[src/rtl/bsg_chip_pkg.sv]
// Shared types and defaults for the chip reset sequencer.
// The state codes double as the externally visible stage_o encoding.
package bsg_chip_pkg;

    localparam int unsigned bsg_chip_default_hold_cycles_lp    = 64;
    localparam int unsigned bsg_chip_default_timeout_cycles_lp = 4096;

    typedef enum logic [3:0] {
        IDLE       = 4'd0,
        HOLD_ALL   = 4'd1,
        REL_IO     = 4'd2,
        REL_CORE   = 4'd3,
        WAIT_LINK  = 4'd4,
        REL_ROUTER = 4'd5,
        REL_BP     = 4'd6,
        DONE       = 4'd7,
        ERROR      = 4'd8
    } bsg_chip_reset_state_e;

    // Counter must hold the larger of the two load values without wrapping.
    function automatic int unsigned bsg_chip_reset_ctr_width(input int unsigned hold_cycles,
                                                             input int unsigned timeout_cycles);
        int unsigned max_cycles;
        max_cycles = (hold_cycles > timeout_cycles) ? hold_cycles : timeout_cycles;
        return $clog2(max_cycles + 1);
    endfunction

endpackage

[src/rtl/bsg_counter_set_down.sv]
// Loadable down-counter that saturates at zero.
// A load takes priority over counting in the same cycle.
module bsg_counter_set_down #(
    parameter int unsigned width_p = 8
) (
    input  logic               clk_i,
    input  logic               reset_n_i,
    input  logic               set_i,
    input  logic [width_p-1:0] val_i,
    input  logic               down_i,
    output logic [width_p-1:0] count_o
);

    logic [width_p-1:0] count_r;

    // Load on set, otherwise decrement until zero and hold there.
    always_ff @(posedge clk_i or negedge reset_n_i) begin
        if (!reset_n_i) begin
            count_r <= '0;
        end else if (set_i) begin
            count_r <= val_i;
        end else if (down_i && (count_r != '0)) begin
            count_r <= count_r - width_p'(1);
        end
    end

    assign count_o = count_r;

endmodule

[src/rtl/bsg_chip_reset_sequencer.sv]
// Chip reset sequencer: releases the link IO, link core / CT, router and
// BP domain resets in order, waiting for link training between the core
// and router stages. All outputs are registered Moore decodes of the state.
// Optional feature: define BSG_CHIP_RESET_SEQ_TIMEOUT_EN to bound the
// link wait with timeout_cycles_p and enter ERROR on expiry.
module bsg_chip_reset_sequencer
    import bsg_chip_pkg::*;
#(
    parameter int unsigned hold_cycles_p    = bsg_chip_default_hold_cycles_lp,
    parameter int unsigned timeout_cycles_p = bsg_chip_default_timeout_cycles_lp
) (
    input  logic       clk_i,
    input  logic       reset_n_i,
    input  logic       start_i,
    input  logic       link_ready_i,
    output logic       link_io_reset_o,
    output logic       link_core_reset_o,
    output logic       ct_reset_o,
    output logic       router_reset_o,
    output logic       bp_reset_o,
    output logic [3:0] stage_o,
    output logic       done_o,
    output logic       error_o
);

    localparam int unsigned ctr_width_lp = bsg_chip_reset_ctr_width(hold_cycles_p, timeout_cycles_p);
    localparam logic [ctr_width_lp-1:0] hold_load_lp = ctr_width_lp'(hold_cycles_p - 1);
`ifdef BSG_CHIP_RESET_SEQ_TIMEOUT_EN
    localparam logic [ctr_width_lp-1:0] timeout_load_lp = ctr_width_lp'(timeout_cycles_p - 1);
`endif

    bsg_chip_reset_state_e      state_r;
    bsg_chip_reset_state_e      state_n;
    logic                       ctr_set;
    logic [ctr_width_lp-1:0]    ctr_val;
    logic [ctr_width_lp-1:0]    ctr_count;
    logic                       ctr_zero;

    assign ctr_zero = (ctr_count == '0);

    // One counter times every stage; it is reloaded on entry to each timed stage.
    bsg_counter_set_down #(
        .width_p (ctr_width_lp)
    ) stage_ctr (
        .clk_i     (clk_i),
        .reset_n_i (reset_n_i),
        .set_i     (ctr_set),
        .val_i     (ctr_val),
        .down_i    (1'b1),
        .count_o   (ctr_count)
    );

    // Next-state and counter-load decision for the sequence.
    always_comb begin
        state_n = state_r;
        ctr_set = 1'b0;
        ctr_val = hold_load_lp;
        unique case (state_r)
            IDLE: begin
                if (start_i) begin
                    state_n = HOLD_ALL;
                    ctr_set = 1'b1;
                end
            end
            HOLD_ALL: begin
                if (ctr_zero) begin
                    state_n = REL_IO;
                    ctr_set = 1'b1;
                end
            end
            REL_IO: begin
                if (ctr_zero) begin
                    state_n = REL_CORE;
                    ctr_set = 1'b1;
                end
            end
            REL_CORE: begin
                if (ctr_zero) begin
                    state_n = WAIT_LINK;
`ifdef BSG_CHIP_RESET_SEQ_TIMEOUT_EN
                    ctr_set = 1'b1;
                    ctr_val = timeout_load_lp;
`endif
                end
            end
            WAIT_LINK: begin
                // Link ready takes priority over an expiring timeout.
                if (link_ready_i) begin
                    state_n = REL_ROUTER;
                    ctr_set = 1'b1;
                end
`ifdef BSG_CHIP_RESET_SEQ_TIMEOUT_EN
                else if (ctr_zero) begin
                    state_n = ERROR;
                end
`endif
            end
            REL_ROUTER: begin
                if (ctr_zero) begin
                    state_n = REL_BP;
                    ctr_set = 1'b1;
                end
            end
            REL_BP: begin
                if (ctr_zero) begin
                    state_n = DONE;
                end
            end
            DONE, ERROR: begin
                if (start_i) begin
                    state_n = HOLD_ALL;
                    ctr_set = 1'b1;
                end
            end
            default: begin
                state_n = IDLE;
            end
        endcase
    end

    // State register plus registered Moore decode of the current state.
    always_ff @(posedge clk_i or negedge reset_n_i) begin
        if (!reset_n_i) begin
            state_r           <= IDLE;
            link_io_reset_o   <= 1'b1;
            link_core_reset_o <= 1'b1;
            ct_reset_o        <= 1'b1;
            router_reset_o    <= 1'b1;
            bp_reset_o        <= 1'b1;
            stage_o           <= 4'd0;
            done_o            <= 1'b0;
        end else begin
            state_r           <= state_n;
            link_io_reset_o   <= !(state_r inside {REL_IO, REL_CORE, WAIT_LINK, REL_ROUTER, REL_BP, DONE});
            link_core_reset_o <= !(state_r inside {REL_CORE, WAIT_LINK, REL_ROUTER, REL_BP, DONE});
            ct_reset_o        <= !(state_r inside {REL_CORE, WAIT_LINK, REL_ROUTER, REL_BP, DONE});
            router_reset_o    <= !(state_r inside {REL_ROUTER, REL_BP, DONE});
            bp_reset_o        <= !(state_r inside {REL_BP, DONE});
            stage_o           <= state_r;
            done_o            <= (state_r == DONE);
        end
    end

`ifdef BSG_CHIP_RESET_SEQ_TIMEOUT_EN
    // Registered error flag, high only while in ERROR.
    always_ff @(posedge clk_i or negedge reset_n_i) begin
        if (!reset_n_i) begin
            error_o <= 1'b0;
        end else begin
            error_o <= (state_r == ERROR);
        end
    end
`else
    assign error_o = 1'b0;
`endif

endmodule

[config.mk]
export PLATFORM = sky130hd
export DESIGN_NAME = bsg_chip_reset_sequencer
export DESIGN_NICKNAME = d
export VERILOG_FILES = /design/src/rtl/bsg_chip_pkg.sv /design/src/rtl/bsg_counter_set_down.sv /design/src/rtl/bsg_chip_reset_sequencer.sv
export SDC_FILE = /design/constraint.sdc
export NUM_CORES = 1
export LEC_CHECK = 0
export ABC_CLOCK_PERIOD_IN_PS = 2100
export BUFFER_PORTS_ARGS = -buffer_cell sky130_fd_sc_hd__buf_2
export CAP_MARGIN = 20
export CORE_UTILIZATION = 52
export CTS_CLUSTER_SIZE = 30
export DETAILED_ROUTE_END_ITERATION = 10
export PLACE_DENSITY = 0.78
export RECOVER_POWER = 50
export SYNTH_ARGS = -nofsm -noshare
export SYNTH_HDL_FRONTEND = slang
export SYNTH_HIERARCHICAL = 1
export SYNTH_SLANG_ARGS = --single-unit
export TNS_END_PERCENT = 5
[constraint.sdc]
create_clock -name clk_i -period 2.1 [get_ports clk_i]
set_input_delay 0.315 -clock clk_i [delete_from_list [all_inputs] [get_ports clk_i]]
set_output_delay 0.315 -clock clk_i [all_outputs]
set_load 0.05 [all_outputs]
== Word-level counts from Yosys, hierarchy flattened ==
Index checks and enable logic that the tools add are counted.
Storage, ports and cells
  register bits after elaboration: 26
  word-level logic and storage cells: 53
Cells by class
  equality and inequality tests: 15
  mux-type cells: 14
  reduce and logical (&&, ||, !) cells: 15
  $add $sub $neg: 1
Operators by type and width (number)
  4-bit 2-to-1 mux: 7
  4-bit case mux with 7 select lines: 1
  13-bit 2-to-1 mux: 2
  4-bit by 3-bit == test with 1-bit output (second input constant): 4
  13-bit logical NOT: 1
  13-bit nonzero test: 1
  13-bit by 1-bit subtractor with 13-bit output (second input constant): 1
  2-bit != test (second input constant): 6
  4-bit by 2-bit == test with 1-bit output (second input constant): 2
  7-bit AND reduction: 1
  6-bit nonzero test: 1
  3-bit OR reduction: 2
  5-bit nonzero test: 1
  4-bit by 1-bit == test with 1-bit output (second input constant): 1
  4-bit == test (second input constant): 1
  1-bit logical NOT: 4
  4-bit logical NOT: 1
  2-bit nonzero test: 2
  1-bit 2-to-1 mux: 3
  1-bit case mux with 3 select lines: 1
  3-bit nonzero test: 1
  2-bit by 1-bit != test with 1-bit output (second input constant): 1

== Longest topological paths before layout ==
  depth in word-level cells: 4
  depth in mapped cells: 8

== By module ==
The synthesis kept the hierarchy.
By module, submodules not included
  bsg_counter_set_down: cells each 95, area an instance 889.6 µm², sequential area each 325.3 µm², times used 1
  bsg_chip_reset_sequencer: cells each 57, area an instance 605.6 µm², sequential area each 280.3 µm², times used 1

== Worst setup path before layout ==
OpenSTA, ideal clock, no wires.
  kind: flip-flop to flip-flop
  start point: register stage_ctr.count_r[3] (netlist: stage_ctr/count_o[3])
  end point: register stage_ctr.count_r[11] (netlist: stage_ctr/count_o[11])
  cell stages (with the launch flop): 8
  library setup time: 124 ps
  buffers on the path: 1
  data arrival time: 1858 ps
  path slack: 118 ps
  clock period less this slack: 1982 ps
  cell sequence: dfrtp_1 -> nor4_2 -> nand4_2 -> o221ai_1 -> buf_4 -> and2b_1 -> a22o_1 -> a211o_1
Between the ends
  word-level cells in the longest chain between the ends: 4
RTL lines
  start: declaration: line bsg_counter_set_down.sv:14  | logic [width_p-1:0] count_r;
  start signal: assignment: line bsg_counter_set_down.sv:21  | count_r <= val_i;
  start signal: assignment: line bsg_counter_set_down.sv:23  | count_r <= count_r - width_p'(1);
  13-bit logical NOT (*): line bsg_chip_reset_sequencer.sv:39  | assign ctr_zero = (ctr_count == '0);
  1-bit 2-to-1 mux (*): line bsg_chip_reset_sequencer.sv:66, bsg_chip_reset_sequencer.sv:72, bsg_chip_reset_sequencer.sv:99
  1-bit case mux with 3 select lines (*): line bsg_chip_reset_sequencer.sv:58  | unique case (state_r)
  named net ctr_set: line bsg_chip_reset_sequencer.sv:34  | logic ctr_set;
  13-bit 2-to-1 mux or 2-bit nonzero test (tied branches)
Mark *: on every way through the listed nets, which the timed path passes. The rest lies on a longest branch. The select of a mux whose other input is x is not followed.
A chain may end at the register's enable or synchronous reset.

== Worst setup path in the final report ==
  start point: register stage_ctr.count_r[6] (netlist: stage_ctr/count_o[6])
  end point: register stage_ctr.count_r[11] (netlist: stage_ctr/count_o[11])
The elaborated chain is that of the path after synthesis.

==> metrics.txt <==
area share of xor/xnor cells in the synthesized design 0.01757; post-layout instance count excluding filler cells 226; fraction of the mapped netlist area in simple logic gates 0.2402; outcome completed; core area ~2700 sq um; pin count of the biggest net entering global routing 25; Mapped Avg Cell Area between 9 and 10 sq um; top achievable clock speed between 500 and 600 MHz; synthesized netlist cell count approximately 150; Max IR drop VDD around 1.1 mV; combinational family with the most area after synthesis simple AND/OR/NAND/NOR gates; vias per inst ~5.6; detailed-placement wirelength estimate 2310 microns; Max Slew Vio Count 0; sequential area share after synthesis 0.4050; WL final 3073 microns; biggest area contributors in the synthesized netlist sky130_fd_sc_hd__dfrtp_1, sky130_fd_sc_hd__dfstp_2, sky130_fd_sc_hd__ha_1, sky130_fd_sc_hd__nand2_1, sky130_fd_sc_hd__buf_4; highest net fanout along the worst path 6; I/O pin count 15; share of the clock period used by the worst path 0.9478; adder-cell area share of the yosys netlist 0.05021; antenna violations before repair 0; Core Rows 19; clock insertion delay at the later pin of the skew report between 0.3 and 0.4 ns; growth of design area from synthesis to finish 19.16%; number of enable-type register cells in the synthesized netlist 0; total track usage 0.2086; Primary FF master, synth sky130_fd_sc_hd__dfrtp_1; final critical-path required period ~2 ns; total via count in the routed design 1263; count of antenna-violating nets left after detailed routing 0; total of warnings raised by yosys 6; final hold violation count 0; Max-Cap Viols 0; DIE AREA just over 3000 sq um; worst clock skew on the final layout 0.007140 ns; synthesis-stage register bit count 24; element type at the critical path end register; leading post-synthesis cells by instance count sky130_fd_sc_hd__dfrtp_1, sky130_fd_sc_hd__nand2_1, sky130_fd_sc_hd__nor2_1; first-iteration detailed-routing DRC count 42; number of global-route vias before repair between 1000 and 1500; Num CTS Buffers 3; worst-case hold slack approximately 0.42 ns; Pre-antenna DRT Iters 4; Yosys top cell by area sky130_fd_sc_hd__dfrtp_1; Slowest-stage cell, CP sky130_fd_sc_hd__dfrtp_1; die extent in y around 56 microns; starting density of the core 0.5469; filler cell count in the final layout approximately 220; master cell of the clock root buffer sky130_fd_sc_hd__clkbuf_4; number of distinct library cells after synthesis 55; number of antenna cells inserted 0; netlist area before placement approximately 1500 sq um; highest cell delay on the worst timing path 0.48 ns; largest buffer count on any clock path 2; startpoint class of the critical path register; top-count cell post-synth sky130_fd_sc_hd__dfrtp_1; Sink Count 24; ordered cell list for the critical path nor4_2 -> nand4_2 -> o221ai_2 -> and2b_1 -> a22o_1 -> a211o_1; required time at the worst-slack endpoint 2.32 ns; remaining global-route overflow 0; type of the worst min-delay path in -> reg; Arr. time, crit path ~2.2 ns; proportion of netlist area held by the largest area contributor 0.3347; WL per Instance about 14 microns; number of cells after detailed placement around 220; total leakage power slightly below 0.0008 uW; x dimension of the die between 50 and 60 microns; CTS tree yes; worst rel slew slack 0.1444; total power divided by cell area between 1000 and 1500 nW/um^2; H-tree depth 1; Final setup viols 0; complex-gate fraction of the synthesized area 0.1891; multiplexer area fraction after synthesis 0.03515; transition time at the pin with the least slew margin around 1.3 ns; Post-layout nets 206; routability-driven placement congestion ratio between 0.9 and 1; first-pass GRT wire length 5106 microns; share of synthesized registers carrying an async set or reset 1.000; input/output buffers 12; number of design rule violations left after detail routing 0; clock transition time at the flip-flop clock pins of the worst setup and hold paths roughly 0.14 ns; Setup Crit Path Kind reg -> reg; share of cells above drive strength 1 0.2513
[worst max-delay path: cells and delay by family (launching register included)]
family             cells  cell delay, ns
AOI/OAI and AO/OA      3            0.72
and+or+nand+nor        3            0.69
DFF                    1            0.48
[flip-flops by register name (all words and copies together) (netlist names)]
signal,count
ct_reset_o,1
stage_ctr/count_o,13
done_o,1
state_r,3
link_io_reset_o,1
stage_o,3
router_reset_o,1
bp_reset_o,1
[cell usage in the layout (no fill, tap or decap), types with 4 or more instances in the layout]
cell type / n
sky130_fd_sc_hd__nor2_1: 10
sky130_fd_sc_hd__conb_1: 22
sky130_fd_sc_hd__inv_1: 8
sky130_fd_sc_hd__buf_2: 11
sky130_fd_sc_hd__nor3_1: 6
sky130_fd_sc_hd__buf_4: 13
sky130_fd_sc_hd__dfstp_2: 4
sky130_fd_sc_hd__o21ai_1: 4
sky130_fd_sc_hd__dfrtp_1: 20
sky130_fd_sc_hd__nand2_1: 15
sky130_fd_sc_hd__ha_1: 6
sky130_fd_sc_hd__nand3_1: 4
sky130_fd_sc_hd__a21oi_1: 6
sky130_fd_sc_hd__o21ai_0: 5
sky130_fd_sc_hd__a31oi_1: 5
[power by group]
| part | switching, uW | internal, uW | leakage [uW] |
|---|---|---|---|
| clock | 147 | 193 | 0.0000279 |
| sequential | 190 | 654 | 0.000282 |
| combinational | 820 | 534 | 0.000475 |
[timing repair]
action                     CTS  global route
hold buffers                 1             0
setup buffers                0             0
hold endpoints to repair    20             0
gates resized for setup      0             2
setup endpoints to repair    0             2
[metal layers]
layer	vias up	part of all wire	track usage
met3	2	0.040	0.03023
li1	630	-	-
met5	-	0	0
met4	0	0.0039	0.04286
met2	23	0.47	0.3270
met1	608	0.48	0.3098
[through the flow]
stage                     instance area, sq um   TNS [ns]  setup slack, ns  power, uW    util
after CTS                                 1777          0          0.04161       2528  0.6499
final                                     1782          0           0.1096       2537  0.6517
after global routing                      1782  -0.002959        -0.002959       2709  0.6517
after global placement                    1714          0           0.1312       2127  0.6270
after detailed placement                  1714          0          0.07608       2178  0.6270
after floorplan                           1570          0           0.1182       1821       -
[layout make-up]
cell class                 count  area [sq um]  area share
timing repair buffer          26         166.4     0.09340
multi-input combinational    132         884.6      0.4965
clock inverter                 1         30.03     0.01685
tap                           31         38.79     0.02177
inverter                       9         33.78     0.01896
clock buffer                   3         22.52     0.01264
sequential                    24         605.6      0.3399
[kinds of logic after synthesis]
| group | count (synthesis) |
|---|---|
| AO/OA/AOI/OAI | 40 |
| XOR/XNOR | 3 |
| adder cells (fa/ha/maj) | 6 |
| buffers and inverters | 16 |
| flip-flops | 24 |
| multiplexers | 5 |
| other | 2 |
| AND/OR/NAND/NOR | 56 |
[worst paths after layout]
| check | from | to | slack, ns | cells past startpoint |
|---|---|---|---|---|
| worst max-delay path | stage_ctr/count_o[6] | stage_ctr/count_o[11] | 0.11 | 6 |
| worst min-delay path | start_i | state_r[2] | 0.42 | 4 |
| worst max register to register | stage_ctr/count_o[6] | stage_ctr/count_o[11] | 0.11 | 6 |
| worst min register to register | state_r[0] | stage_o[0] | 0.46 | 0 |
| max in group asynchronous | reset_n_i | stage_ctr/count_o[1] | 0.57 | 2 |
| min in group asynchronous | reset_n_i | stage_ctr/count_o[10] | 0.78 | 2 |
Note: power is estimated with default switching activity, not from simulation.
